File: src/rtl/fetch_hazard_ctrl.sv
// Fetch-side hazard sequencer: drives PC enable, IF/ID enable/flush and ID/EX flush
// from load-use hazards, taken branches and instruction-memory wait states. Also keeps
// saturating stall/flush counters and a sticky instruction-memory timeout flag.
module fetch_hazard_ctrl #(
    parameter int unsigned BRANCH_PENALTY = 2,
    parameter int unsigned IMEM_TIMEOUT   = 16,
    parameter int unsigned CNT_W          = 32
) (
    input  logic             clk,
    input  logic             rst,
    input  logic [4:0]       id_rs1,
    input  logic [4:0]       id_rs2,
    input  logic             id_uses_rs1,
    input  logic             id_uses_rs2,
    input  logic             ex_mem_read,
    input  logic [4:0]       ex_rd,
    input  logic             ex_branch_taken,
    input  logic             imem_ready,
    output logic             pc_en,
    output logic             ifid_en,
    output logic             ifid_flush,
    output logic             idex_flush,
    output logic [CNT_W-1:0] stall_cnt,
    output logic [CNT_W-1:0] flush_cnt,
    output logic             imem_timeout
);

    // Flush counter only ever holds BRANCH_PENALTY-1 down to 1.
    localparam int unsigned FW = (BRANCH_PENALTY > 2) ? $clog2(BRANCH_PENALTY) : 1;
    localparam int unsigned WW = $clog2(IMEM_TIMEOUT + 1);

    typedef enum logic [1:0] {StInit, StRun, StFlush} state_e;

    state_e           state_q, state_d;
    logic [FW-1:0]    flush_ctr_q, flush_ctr_d;
    logic [WW-1:0]    wait_q;
    logic [CNT_W-1:0] stall_cnt_q, flush_cnt_q;
    logic             timeout_q;
    logic             hazard;
    logic             active;

    assign hazard = ex_mem_read && (ex_rd != 5'd0) &&
                    ((id_uses_rs1 && (id_rs1 == ex_rd)) || (id_uses_rs2 && (id_rs2 == ex_rd)));

    // Counters and the wait monitor only run outside INIT and outside reset.
    assign active = !rst && (state_q != StInit);

    assign stall_cnt    = stall_cnt_q;
    assign flush_cnt    = flush_cnt_q;
    assign imem_timeout = timeout_q;

    // Next-state and control outputs; INIT outputs are the defaults and also apply during rst.
    always_comb begin
        state_d     = state_q;
        flush_ctr_d = flush_ctr_q;
        pc_en       = 1'b0;
        ifid_en     = 1'b0;
        ifid_flush  = 1'b1;
        idex_flush  = 1'b1;
        if (rst) begin
            state_d = StInit;
        end else begin
            unique case (state_q)
                StInit: begin
                    state_d = StRun;
                end
                StRun: begin
                    if (ex_branch_taken) begin
                        pc_en       = 1'b1;
                        flush_ctr_d = FW'(BRANCH_PENALTY - 1);
                        if (BRANCH_PENALTY > 1) state_d = StFlush;
                    end else if (hazard) begin
                        // Hold IF/ID, bubble EX.
                        ifid_flush = 1'b0;
                    end else if (!imem_ready) begin
                        idex_flush = 1'b0;
                    end else begin
                        pc_en      = 1'b1;
                        ifid_en    = 1'b1;
                        ifid_flush = 1'b0;
                        idex_flush = 1'b0;
                    end
                end
                StFlush: begin
                    // Branches and hazards are ignored here; EX holds a bubble.
                    pc_en = imem_ready;
                    if (flush_ctr_q == FW'(1)) begin
                        state_d = StRun;
                    end else begin
                        flush_ctr_d = flush_ctr_q - FW'(1);
                    end
                end
                default: begin
                    state_d = StInit;
                end
            endcase
        end
    end

    // FSM state and branch-penalty countdown.
    always_ff @(posedge clk) begin
        if (rst) begin
            state_q     <= StInit;
            flush_ctr_q <= '0;
        end else begin
            state_q     <= state_d;
            flush_ctr_q <= flush_ctr_d;
        end
    end

    // Saturating performance counters, imem wait monitor and sticky timeout.
    always_ff @(posedge clk) begin
        if (rst) begin
            stall_cnt_q <= '0;
            flush_cnt_q <= '0;
            wait_q      <= '0;
            timeout_q   <= 1'b0;
        end else if (active) begin
            if (!pc_en && (stall_cnt_q != '1)) stall_cnt_q <= stall_cnt_q + 1'b1;
            if (ifid_flush && (flush_cnt_q != '1)) flush_cnt_q <= flush_cnt_q + 1'b1;
            if (imem_ready) begin
                wait_q <= '0;
            end else if (wait_q != WW'(IMEM_TIMEOUT)) begin
                wait_q <= wait_q + 1'b1;
                if (wait_q == WW'(IMEM_TIMEOUT - 1)) timeout_q <= 1'b1;
            end
        end else begin
            wait_q <= '0;
        end
    end

endmodule
File: config.mk
export PLATFORM = sky130hd
export DESIGN_NAME = fetch_hazard_ctrl
export DESIGN_NICKNAME = d
export VERILOG_FILES = /design/src/rtl/fetch_hazard_ctrl.sv
export SDC_FILE = /design/constraint.sdc
export NUM_CORES = 1
export LEC_CHECK = 0
export BUFFER_PORTS_ARGS = -buffer_cell sky130_fd_sc_hd__buf_2
export CAP_MARGIN = 20
export CORE_MARGIN = 1.5
export CORE_UTILIZATION = 54
export DETAILED_ROUTE_END_ITERATION = 10
export HOLD_SLACK_MARGIN = 0.15
export PLACE_DENSITY = 0.88
export SLEW_MARGIN = 30
export SYNTH_ARGS = -nofsm -noshare
export SYNTH_HDL_FRONTEND = slang
export SYNTH_SLANG_ARGS = --single-unit
File: constraint.sdc
create_clock -name clk -period 3 [get_ports clk]
set_input_delay 0.6 -clock clk [delete_from_list [all_inputs] [get_ports clk]]
set_output_delay 0.6 -clock clk [all_outputs]
set_load 0.1 [all_outputs]
==> qor.csv <==
stage;metric;value;unit
run_status;status;completed;
job;count of maximum capacitance violations;0;
critical_path;sequence of cells on the critical path;buf_2 -> or4_1 -> o21a_1 -> a21boi_0 -> o21ai_0 -> a21oi_4 -> buf_12;
routing;iteration count of the initial detailed-routing pass;4;
sta;total setup violations reported at the end of the flow;0;
finish;area growth from synthesis to final layout;22.4;%
critical_path;Slowest-stage cell, CP;or4_1;
cts;TritonCTS clock tree;done;
cts;Max H-tree Level;3;
sta;final hold viol count;0;
floorplanning;Site Rows;31;
critical_path;path type of the worst setup path;input port to output pin;
floorplanning;area of the core region;7180;µm²
critical_path;Critical Path Sink Type;output pin;
sta;fraction of the cycle the final worst path needs;94.3;%
global_routing;pin count of the biggest net entering global routing;35;
finish;layout cell share with drive strength beyond 1;23.6;%
floorplanning;Die Span X;88.8;µm
min_path;Hold Path Origin;imem_timeout;
synthesis;Synth Area in Adders;2.52;%
floorplanning;effective utilization at floorplan;55.4;%
synthesis;share of synthesized cell area in and, or, nand and nor gates;30.8;%
synthesis;share of the synthesized area in compound gates (AO/OA/AOI/OAI);17.7;%
routing;Vias/cell;6.10;
critical_path;worst reg2reg startpoint;stall_cnt[1];
critical_path;arrival time of the worst setup path;2.23;ns
sta;time the worst path needs with I/O delays and setup;2.83;ns
routing;DRC;0;
sta;final number of max-transition violations;0;
synthesis;largest cells by area after synthesis;dfxtp_1 (37%), a21oi_1 (5.3%), nand3_1 (4.5%);
place;Routability Congestion;0.892;
synthesis;mean instance size in the synthesized netlist;8.01;µm²
synthesis;Unique masters post-synth;47;
sta;Max Clock Skew;0.00692;ns
synthesis;largest family of logic cells by synthesized area;simple AND/OR/NAND/NOR gates;
synthesis;sequential share of the synthesized area;36.7;%
critical_path;first element of the critical path;ex_rd[1];
place;detailed placer's ending HPWL;7510;µm
cts;hold_buf cts;0;
routing;Total Routed Length;10500;µm
sta;Fmax;0.354;GHz
sta;slew margin rel.;56.7;%
synthesis;post-synth net total;527;
critical_path;crit path max fanout;3;
power_and_ir_drop;Pwr per Cell Area;479;nW/µm²
cts;Clk Latency, worst-skew pair;0.35;ns
synthesis;count of flip-flops with a built-in enable after synthesis;0;
routing;number of DRC markers after the initial detailed-route iteration;274;
synthesis;YS warnings;0;
synthesis;cell taking the most area after synthesis;dfxtp_1;
min_path;worst min-delay path category;flip-flop to flip-flop;
synthesis;xor-xnor portion of the synthesized cell area;2.86;%
floorplanning;top-level I/O count;91;
cts;number of sinks driven by the clock tree;73;
global_routing;total global-route track usage;27.2;%
critical_path;family with the most delay on the worst path;compound AO/OA/AOI/OAI gates;
power_and_ir_drop;maximum vdd ir drop;279;µV
routing;antenna-violating nets left;0;
synthesis;most instantiated flip-flop cell in the synthesis netlist;dfxtp_1;
critical_path;count of buffer and inverter cells on the critical path;2;
global_routing;vias in the first global route;3833;
finish;number of nets in the finished design;618;
routing;Wirelength per Cell;15.1;µm
sta;Total Negative Setup Slacks;0;ns
critical_path;worst stage delay on the critical path;0.54;ns
power_and_ir_drop;P_leak;1.81;nW
sta;hold slack;0.491;ns
finish;Ant. Diodes;0;
global_routing;initial antenna violation count;0;
sta;actual slew at the worst max-slew pin;0.645;ns
floorplanning;Vert. Die Dim;88.8;µm
synthesis;Async S/R FF share, synth;0;%
routing;total via count in the routed design;4224;
cts;Clk pin slew, worst setup/hold paths;0.08;ns
global_routing;global-route wire length before repair;17100;µm
synthesis;mux contribution to synthesized area;4.75;%
floorplanning;area of the die;7890;µm²
synthesis;count of state elements after synthesis;73;
place;count of buffers inserted at the top-level ports;90;
critical_path;crit start category;input port;
cts;number of resized instances in the post-cts repair step;0;
finish;commonest non-fill, non-tap cells in the layout;buf_2 (86), dfxtp_1 (71), a21oi_1 (41);
synthesis;post-synthesis cell area;3980;µm²
cts;buffer count from post-CTS setup fixing;0;
cts;total clock buffers created by CTS;9;
cts;Clock Path Buffers;2;
synthesis;Gate Count Post-Synth;497;
finish;commonest non-fill, non-tap cell in the layout;buf_2;
cts;root buffer selected by CTS;clkbuf_8;
critical_path;CP required;2.40;ns
global_routing;total congestion overflow;0;
sta;setup repair after global routing missed its margin;false;
synthesis;portion of synthesized cell area occupied by the leading cell type;36.7;%
==> final timing paths <==
check	slack, ns	endpoint	cells past startpoint
min reg2reg	0.49	imem_timeout	2
min	0.49	imem_timeout	2
max	0.17	pc_en	7
max reg2reg	0.42	stall_cnt[27]	8
==> metrics by stage <==
stage	cells	area [µm²]	utilization, %	total power, mW	setup WS [ns]
6_report	692	4870	67.9	2.33	0.172
5_1_grt	692	4870	67.9	2.42	0.0681
4_1_cts	692	4870	67.9	2.34	0.177
3_5_place_dp	676	4630	64.5	1.40	0.169
3_3_place_gp	676	4630	64.5	1.39	0.231
2_1_floorplan	497	4000	-	1.30	0.0738
==> metal layers <==
metal	vias to the layer above	global-route usage, %	share of wire, %	wire, µm
li1	2042	-	-	-
met1	2007	32.0	41	4270
met2	157	47.6	51	5350
met3	18	7.00	6.9	721
met4	0	9.94	1.1	112
met5	-	0	0	0
==> state kept, by name, summed over array words and instances, names as in the netlist <==
register and count:
stall_cnt 32, flush_cnt 32, state_q 2, flush_ctr_q 1
imem_timeout 1, wait_q 5
==> cells in the mapped netlist (2+ instances only) <==
cell,number
and2_1,2
nand4_1,22
mux2_2,13
mux2i_1,2
nand2b_1,4
dfxtp_1,73
nor3_1,20
or4_1,18
clkbuf_1,15
o31a_1,7
nand2_1,35
or3_1,20
ha_1,8
o21a_1,8
buf_2,5
o21ai_0,22
o31ai_1,18
o41ai_1,3
o311ai_1,2
a31oi_1,2
a21oi_1,42
mux2_1,2
xnor2_1,12
o211ai_1,2
inv_1,19
nand3_1,36
nor4_1,11
nor2b_1,12
nor2_1,39
and3_1,5
buf_6,2
==> worst min-delay path: cells and delay by family, from the launching register on <==
family	cells	cell delay, ns
compound gates	1	0.04
flops	1	0.33
simple gates	1	0.08
==> where the power goes <==
| part | internal, mW | total (mW) | switching, mW |
|---|---|---|---|
| sequential | 0.989 | 1.01 | 0.0225 |
| clock | 0.557 | 0.947 | 0.390 |
| combinational | 0.0992 | 0.374 | 0.275 |
==> cells by family (layout without fill, tap and decap cells) <==
family          count (synthesis)  in the layout
xor+xnor                       13             13
flops                          73             73
simple gates                  230            230
fa+ha+maj                       8              8
buf+inv                        43            139
compound gates                113            113
mux                            17             17
==> final cells by class <==
type / instances / area, µm²
fillers: 600 / 2300
repair buffers: 103 / 608
clock buffers: 10 / 128
inverters: 20 / 75.1
clock inverters: 6 / 115
multi-input cells: 381 / 2360
well taps: 99 / 124
flip-flops and latches: 73 / 1460
Note: power is estimated with default switching activity, not from simulation.
